===== config.mk =====
export PLATFORM = sky130hd
export DESIGN_NAME = multicycle_ctrl
export DESIGN_NICKNAME = d
export VERILOG_FILES = /design/src/rtl/mips_ctrl_pkg.sv /design/src/rtl/mem_wait_timer.sv /design/src/rtl/multicycle_ctrl.sv
export SDC_FILE = /design/constraint.sdc
export NUM_CORES = 1
export LEC_CHECK = 0
export CORE_ASPECT_RATIO = 0.6
export CORE_MARGIN = 8
export CORE_UTILIZATION = 45
export DETAILED_ROUTE_END_ITERATION = 6
export PLACE_DENSITY = 0.9
export SLEW_MARGIN = 10
export SYNTH_ARGS = -nofsm -noshare
export SYNTH_HDL_FRONTEND = slang
export SYNTH_HIERARCHICAL = 1
export SYNTH_SLANG_ARGS = --single-unit

===== constraint.sdc =====
create_clock -name clk -period 5.7 [get_ports clk]
set_input_delay 0.57 -clock clk [delete_from_list [all_inputs] [get_ports clk]]
set_output_delay 0.57 -clock clk [all_outputs]
set_load 0.05 [all_outputs]

===== src/rtl/mips_ctrl_pkg.sv =====
// Shared encodings for the multicycle MIPS control unit: states, opcodes and
// datapath mux select codes.
package mips_ctrl_pkg;

  typedef enum logic [3:0] {
    S_IDLE      = 4'd0,
    S_FETCH     = 4'd1,
    S_DECODE    = 4'd2,
    S_MEM_ADDR  = 4'd3,
    S_MEM_READ  = 4'd4,
    S_MEM_WB    = 4'd5,
    S_MEM_WRITE = 4'd6,
    S_EXEC      = 4'd7,
    S_R_WB      = 4'd8,
    S_BRANCH    = 4'd9,
    S_JUMP      = 4'd10,
    S_JAL       = 4'd11,
    S_JR        = 4'd12,
    S_TRAP      = 4'd15
  } state_t;

  localparam logic [5:0] OP_RTYPE = 6'b000000;
  localparam logic [5:0] OP_LW    = 6'b100011;
  localparam logic [5:0] OP_SW    = 6'b101011;
  localparam logic [5:0] OP_BEQ   = 6'b000100;
  localparam logic [5:0] OP_J     = 6'b000010;
  localparam logic [5:0] OP_JAL   = 6'b000011;
  localparam logic [5:0] FUNCT_JR = 6'b001000;

  localparam logic [1:0] PC_SRC_ALU    = 2'b00;
  localparam logic [1:0] PC_SRC_ALUOUT = 2'b01;
  localparam logic [1:0] PC_SRC_JUMP   = 2'b10;
  localparam logic [1:0] PC_SRC_RS     = 2'b11;

  localparam logic [1:0] REG_DST_RT  = 2'b00;
  localparam logic [1:0] REG_DST_RD  = 2'b01;
  localparam logic [1:0] REG_DST_R31 = 2'b10;

  localparam logic [1:0] MEM_TO_REG_ALUOUT = 2'b00;
  localparam logic [1:0] MEM_TO_REG_MDR    = 2'b01;
  localparam logic [1:0] MEM_TO_REG_PC     = 2'b10;

  localparam logic [1:0] ALU_B_RT      = 2'b00;
  localparam logic [1:0] ALU_B_FOUR    = 2'b01;
  localparam logic [1:0] ALU_B_IMM     = 2'b10;
  localparam logic [1:0] ALU_B_IMM_SH2 = 2'b11;

  localparam logic [1:0] ALU_OP_ADD   = 2'b00;
  localparam logic [1:0] ALU_OP_SUB   = 2'b01;
  localparam logic [1:0] ALU_OP_FUNCT = 2'b10;

  // States that stall on the shared SRAM and are guarded by the wait timer.
  function automatic logic is_wait_state(input state_t s);
    return (s == S_FETCH) || (s == S_MEM_READ) || (s == S_MEM_WRITE);
  endfunction

endpackage


===== src/rtl/mem_wait_timer.sv =====
// Counts consecutive not-ready cycles in a memory state; expired flags the
// cycle in which the budget is exhausted and the access still has not completed.
module mem_wait_timer #(
  parameter int MAX_WAIT = 15
) (
  input  logic clk,
  input  logic rst_n,
  input  logic clear,
  input  logic count,
  input  logic ready,
  output logic expired
);

  localparam int W = (MAX_WAIT < 1) ? 1 : $clog2(MAX_WAIT + 1);
  localparam logic [W-1:0] LIMIT = W'(MAX_WAIT);

  logic [W-1:0] cnt_q;
  logic         at_limit;

  assign at_limit = (cnt_q == LIMIT);

  always_ff @(posedge clk or negedge rst_n) begin
    if (!rst_n) begin
      cnt_q <= '0;
    end else if (clear) begin
      cnt_q <= '0;
    end else if (count && !ready && !at_limit) begin
      cnt_q <= cnt_q + 1'b1;
    end
  end

  // A ready arriving in the limit cycle still counts as success.
  assign expired = count && !ready && at_limit;

endmodule


===== src/rtl/multicycle_ctrl.sv =====
// Multicycle MIPS control FSM: Moore decode of datapath controls, SRAM wait
// supervision, and sticky traps for illegal opcodes and memory timeouts.
module multicycle_ctrl
  import mips_ctrl_pkg::*;
#(
  parameter int MAX_WAIT = 15
) (
  input  logic       clk,
  input  logic       rst_n,
  input  logic [5:0] opcode,
  input  logic [5:0] funct,
  input  logic       zero,
  input  logic       mem_ready,
  output logic       pc_write,
  output logic [1:0] pc_src,
  output logic       ir_write,
  output logic       iord,
  output logic       mem_cen,
  output logic       mem_wen,
  output logic       mem_oen,
  output logic       reg_write,
  output logic [1:0] reg_dst,
  output logic [1:0] mem_to_reg,
  output logic       alu_src_a,
  output logic [1:0] alu_src_b,
  output logic [1:0] alu_op,
  output logic [3:0] state,
  output logic       err_illegal,
  output logic       err_timeout
);

  // state       | meaning
  // IDLE        | post-reset, single cycle
  // FETCH       | read instruction at PC, PC += 4 on ready
  // DECODE      | register read, branch target into ALUOut
  // MEM_ADDR    | effective address for lw/sw
  // MEM_READ    | lw data access
  // MEM_WB      | MDR -> rt
  // MEM_WRITE   | sw data access
  // EXEC        | R-type ALU operation
  // R_WB        | ALUOut -> rd
  // BRANCH      | beq compare, PC <- target if equal
  // JUMP / JAL  | PC <- jump target (JAL also links r31)
  // JR          | PC <- rs
  // TRAP        | absorbing until reset

  state_t state_q, state_d;
  logic   timer_clear, timer_count, timer_expired;

  always_ff @(posedge clk or negedge rst_n) begin
    if (!rst_n) state_q <= S_IDLE;
    else        state_q <= state_d;
  end

  always_comb begin
    state_d = state_q;
    case (state_q)
      S_IDLE:      state_d = S_FETCH;
      S_FETCH: begin
        if (mem_ready)          state_d = S_DECODE;
        else if (timer_expired) state_d = S_TRAP;
      end
      S_DECODE: begin
        case (opcode)
          OP_LW, OP_SW: state_d = S_MEM_ADDR;
          OP_RTYPE:     state_d = (funct == FUNCT_JR) ? S_JR : S_EXEC;
          OP_BEQ:       state_d = S_BRANCH;
          OP_J:         state_d = S_JUMP;
          OP_JAL:       state_d = S_JAL;
          default:      state_d = S_TRAP;
        endcase
      end
      S_MEM_ADDR:  state_d = (opcode == OP_SW) ? S_MEM_WRITE : S_MEM_READ;
      S_MEM_READ: begin
        if (mem_ready)          state_d = S_MEM_WB;
        else if (timer_expired) state_d = S_TRAP;
      end
      S_MEM_WRITE: begin
        if (mem_ready)          state_d = S_FETCH;
        else if (timer_expired) state_d = S_TRAP;
      end
      S_EXEC:      state_d = S_R_WB;
      S_MEM_WB, S_R_WB, S_BRANCH, S_JUMP, S_JAL, S_JR: state_d = S_FETCH;
      S_TRAP:      state_d = S_TRAP;
      default:     state_d = S_TRAP;
    endcase
  end

  // The counter restarts whenever a memory state is newly entered.
  assign timer_clear = is_wait_state(state_d) && (state_d != state_q);
  assign timer_count = is_wait_state(state_q);

  mem_wait_timer #(.MAX_WAIT(MAX_WAIT)) u_wait_timer (
    .clk     (clk),
    .rst_n   (rst_n),
    .clear   (timer_clear),
    .count   (timer_count),
    .ready   (mem_ready),
    .expired (timer_expired)
  );

  always_ff @(posedge clk or negedge rst_n) begin
    if (!rst_n) begin
      err_illegal <= 1'b0;
      err_timeout <= 1'b0;
    end else begin
      if (state_q == S_DECODE && state_d == S_TRAP) err_illegal <= 1'b1;
      if (timer_expired)                            err_timeout <= 1'b1;
    end
  end

  always_comb begin
    pc_write   = 1'b0;
    pc_src     = PC_SRC_ALU;
    ir_write   = 1'b0;
    iord       = 1'b0;
    mem_cen    = 1'b1;
    mem_wen    = 1'b1;
    reg_write  = 1'b0;
    reg_dst    = REG_DST_RT;
    mem_to_reg = MEM_TO_REG_ALUOUT;
    alu_src_a  = 1'b0;
    alu_src_b  = ALU_B_RT;
    alu_op     = ALU_OP_ADD;
    case (state_q)
      S_FETCH: begin
        mem_cen   = 1'b0;
        alu_src_b = ALU_B_FOUR;
        ir_write  = mem_ready;
        pc_write  = mem_ready;
      end
      S_DECODE:    alu_src_b = ALU_B_IMM_SH2;
      S_MEM_ADDR: begin
        alu_src_a = 1'b1;
        alu_src_b = ALU_B_IMM;
      end
      S_MEM_READ: begin
        iord    = 1'b1;
        mem_cen = 1'b0;
      end
      S_MEM_WB: begin
        reg_write  = 1'b1;
        mem_to_reg = MEM_TO_REG_MDR;
      end
      S_MEM_WRITE: begin
        iord    = 1'b1;
        mem_cen = 1'b0;
        mem_wen = 1'b0;
      end
      S_EXEC: begin
        alu_src_a = 1'b1;
        alu_op    = ALU_OP_FUNCT;
      end
      S_R_WB: begin
        reg_write = 1'b1;
        reg_dst   = REG_DST_RD;
      end
      S_BRANCH: begin
        alu_src_a = 1'b1;
        alu_op    = ALU_OP_SUB;
        pc_src    = PC_SRC_ALUOUT;
        pc_write  = zero;
      end
      S_JUMP: begin
        pc_src   = PC_SRC_JUMP;
        pc_write = 1'b1;
      end
      S_JAL: begin
        pc_src     = PC_SRC_JUMP;
        pc_write   = 1'b1;
        reg_write  = 1'b1;
        reg_dst    = REG_DST_R31;
        mem_to_reg = MEM_TO_REG_PC;
      end
      S_JR: begin
        pc_src   = PC_SRC_RS;
        pc_write = 1'b1;
      end
      default: ;
    endcase
  end

  assign mem_oen = 1'b0;
  assign state   = state_q;

endmodule


==> results.cfg <==
[sta]
setup_viol = 0
period_needed_ns = 3.811
layout_setup_ws_ns = 1.889
rsz0062_at_grt = false
hold_viol = 0
worstMarginPinSlew_ns = 0.7316
slew_violations = 0
fin_tns_setup_ns = 0
fmax_mhz = 262.4
finalCritPeriodShare_pct = 66.86
maxSlewHeadroom_pct = 50.93
clock_skew_ns = 0.007668

[cts]
cts_num_sinks = 10
cts_setup_buffers = 0
hold_buffers = 0
cts_buffers = 3
cts_resized = 0
htreeDepth = 1
clockBufferDepth = 2
cts_root_buf = clkbuf_8
cts_tree = yes
clkTransAtPathRegs_ns = 0.06
clkLatencyLatePin_ns = 0.25

[yosys]
synth_area_per_cell_um2 = 8.428
synth_area_mm2 = 0.001054
synth_cell_types = 58
synth_seq_area_share_pct = 23.75
ys_warn_count = 6
synthTopCellsByArea = dfrtp_1 (24%), nand2b_1 (5.9%), mux2i_1 (5.7%)
async_flop_share_pct = 100.0
synth_top_area_share_pct = 23.75
ys_seq_elements = 10
synth_area_leader_cell = dfrtp_1
synth-main-ff-cell = dfrtp_1
syn_nets = 142
netlist_instances = 125
synth_edf_count = 0

[cells_and_area]
layout_commonest_cell = clkdlybuf4s50_1
fin_area_mm2 = 0.001459
antennaDiodeCount = 0
syn_to_final_growth_pct = 38.48
layout_common_cells = clkdlybuf4s50_1 (38), nor2_1 (15), nand2b_1 (10), dfrtp_1 (10), mux2i_1 (6)
layout.nets = 177
nFillCells = 187
drive_gt1_share_pct = 13.21

[route]
drc = 0
wl_per_cell_um = 16.50
totalWireLength_um = 3119
dr.first_iter.drc_count = 141
vias = 1082
drt-vias-per-instance = 5.725
drtAntennaViolNets = 0
dr.pass1.iters = 4

[critical_path]
rr_endpoint = u_wait_timer/cnt_q[0]$_DFFE_PN0P_
cp-start-kind = flop
critPathRequiredTime_ns = 5.82
crit_start = state[0]$_DFF_PN0_
crit_fanout = 17
worstSetupPathType = flop to flop
timing.rr.start = state[0]$_DFF_PN0_
critical_path.endpoint = u_wait_timer/cnt_q[0]$_DFFE_PN0P_
reg2reg_slack_ns = 1.89
critPathCaptureType = flop
cp.arrival_ns = 3.94
worst-r2r-cell-count = 14

[grt]
grt_pass1_vias = 1013
antenna_found_initial = 0
grt.total_usage_pct = 14.40
grt_overflow = 0
grt_pass1_wl_um = 4795
grt_max_degree = 25

[floorplanning]
initial_core_util_pct = 47.98
die_x_um = 78.47
die_area_mm2 = 0.004196
fp-row-count = 13
die_h_um = 53.48
ioPinCount = 40
core_mm2 = 0.002196

[power]
switching_share_pct = 55.25
power_density_mw_per_mm2 = 625.4
seq_power_share_pct = 17.5
intPower_mw = 0.4083
p_leak_nw = 0.6132
p_comb_share_pct = 72.3
power_frac_clock_pct = 10.2
power_switching_mw = 0.5041
ir_drop_mv = 0.3079

[placed_design]
routabilityCongestion = 0.8056
place_ws_ns = 2.065
place_area_mm2 = 0.001404
post-dp-hpwl_um = 2449
port_buffers = 38

[status]
run_status = complete, no violations

[min_path]
hp-class = flop to flop
hp-start = err_timeout$_DFFE_PN0P_

[job]
max_cap_viol_count = 0
==> metrics by stage <==
| step | hold slack (ns) | power (mW) | utilization [%] | cells |
|---|---|---|---|---|
| 2_1_floorplan | 0.2744 | 0.6474 | - | 125 |
| 3_3_place_gp | 0.4594 | 0.7937 | 63.93 | 185 |
| 3_5_place_dp | 0.4637 | 0.8123 | 63.93 | 185 |
| 4_1_cts | 0.4756 | 0.9091 | 66.44 | 189 |
| 5_1_grt | 0.5058 | 0.9580 | 66.44 | 189 |
| 6_report | 0.4749 | 0.9123 | 66.44 | 189 |
==> layer usage <==
metal	up-vias	part of all wire, %	track usage (%)
li1	518	-	-
met1	496	43	16.55
met2	59	45	24.49
met3	9	10	4.730
met4	0	2.3	6.098
met5	-	0	0
==> critical path: stages, from the launching register on <==
cell	delay (ns)
dfrtp_1	0.61
or2b_2	0.38
o21ai_0	0.17
nand2b_1	0.11
inv_1	0.14
nand2b_4	0.10
nor2_1	0.26
and2b_2	0.22
nor2_1	0.04
o31ai_1	0.41
or2_2	0.21
mux2i_1	0.06
a211oi_1	0.59
nor2b_1	0.10
mux2_2	0.28
==> synth_stat cells (all sizes together) (2+ instances only) <==
cell     n
mux2i    6
nor3     4
a21oi    4
o211ai   2
inv      4
nand2    4
o21ai    6
nor2    16
buf      6
nor2b    6
dfrtp   10
a211oi   2
nor3b    2
and3     2
o311a    2
nor4b    2
clkbuf   2
or2      3
nand3    2
and2b    2
nand2b  11
and2     2
a211o    3
==> registers in the layout (all words and copies together), names as in the netlist <==
register	cells
state	4
u_wait_timer/cnt_q	4
err_illegal	1
err_timeout	1
==> worst min path at each step <==
stage | endpoint | slack, ns | cells past startpoint
5_1_grt | err_timeout$_DFFE_PN0P_ | 0.51 | 1
4_1_cts | err_timeout$_DFFE_PN0P_ | 0.48 | 1
3_5_place_dp | err_timeout$_DFFE_PN0P_ | 0.46 | 1
3_3_place_gp | err_illegal$_DFFE_PN0P_ | 0.46 | 1
6_report | err_timeout$_DFFE_PN0P_ | 0.47 | 1
2_1_floorplan | err_illegal$_DFFE_PN0P_ | 0.27 | 0
==> cells by family after synthesis <==
family	after synthesis	share of synthesized area, %
adders and majority gates	1	1.187
other	1	0.3560
and+or+nand+nor	63	38.48
DFF	10	23.75
xor gates and xnor gates	1	0.8315
buffers and inverters	12	7.837
AOI/OAI and AO/OA	30	20.78
muxes	7	6.770
==> area by class of cell <==
class                           instances  area (um2)  share of cell area, %
Multi-Input combinational cell        103       720.7                  49.40
Timing Repair Buffer                   38       380.4                  26.07
Sequential cell                        10       250.2                  17.15
Clock buffer                            4       55.05                  3.774
Tap cell                               30       37.54                  2.573
Inverter                                4       15.01                  1.029
==> power by group through the flow <==
stage	Sequential, mW	Combinational, mW	Clock (mW)
floorplan	0.165	0.482	0
global placement	0.157	0.636	0
detailed placement	0.159	0.653	0
CTS	0.158	0.657	0.0937
global route	0.168	0.693	0.0971
finish	0.160	0.660	0.0931
(Power assumes the default switching activity.)
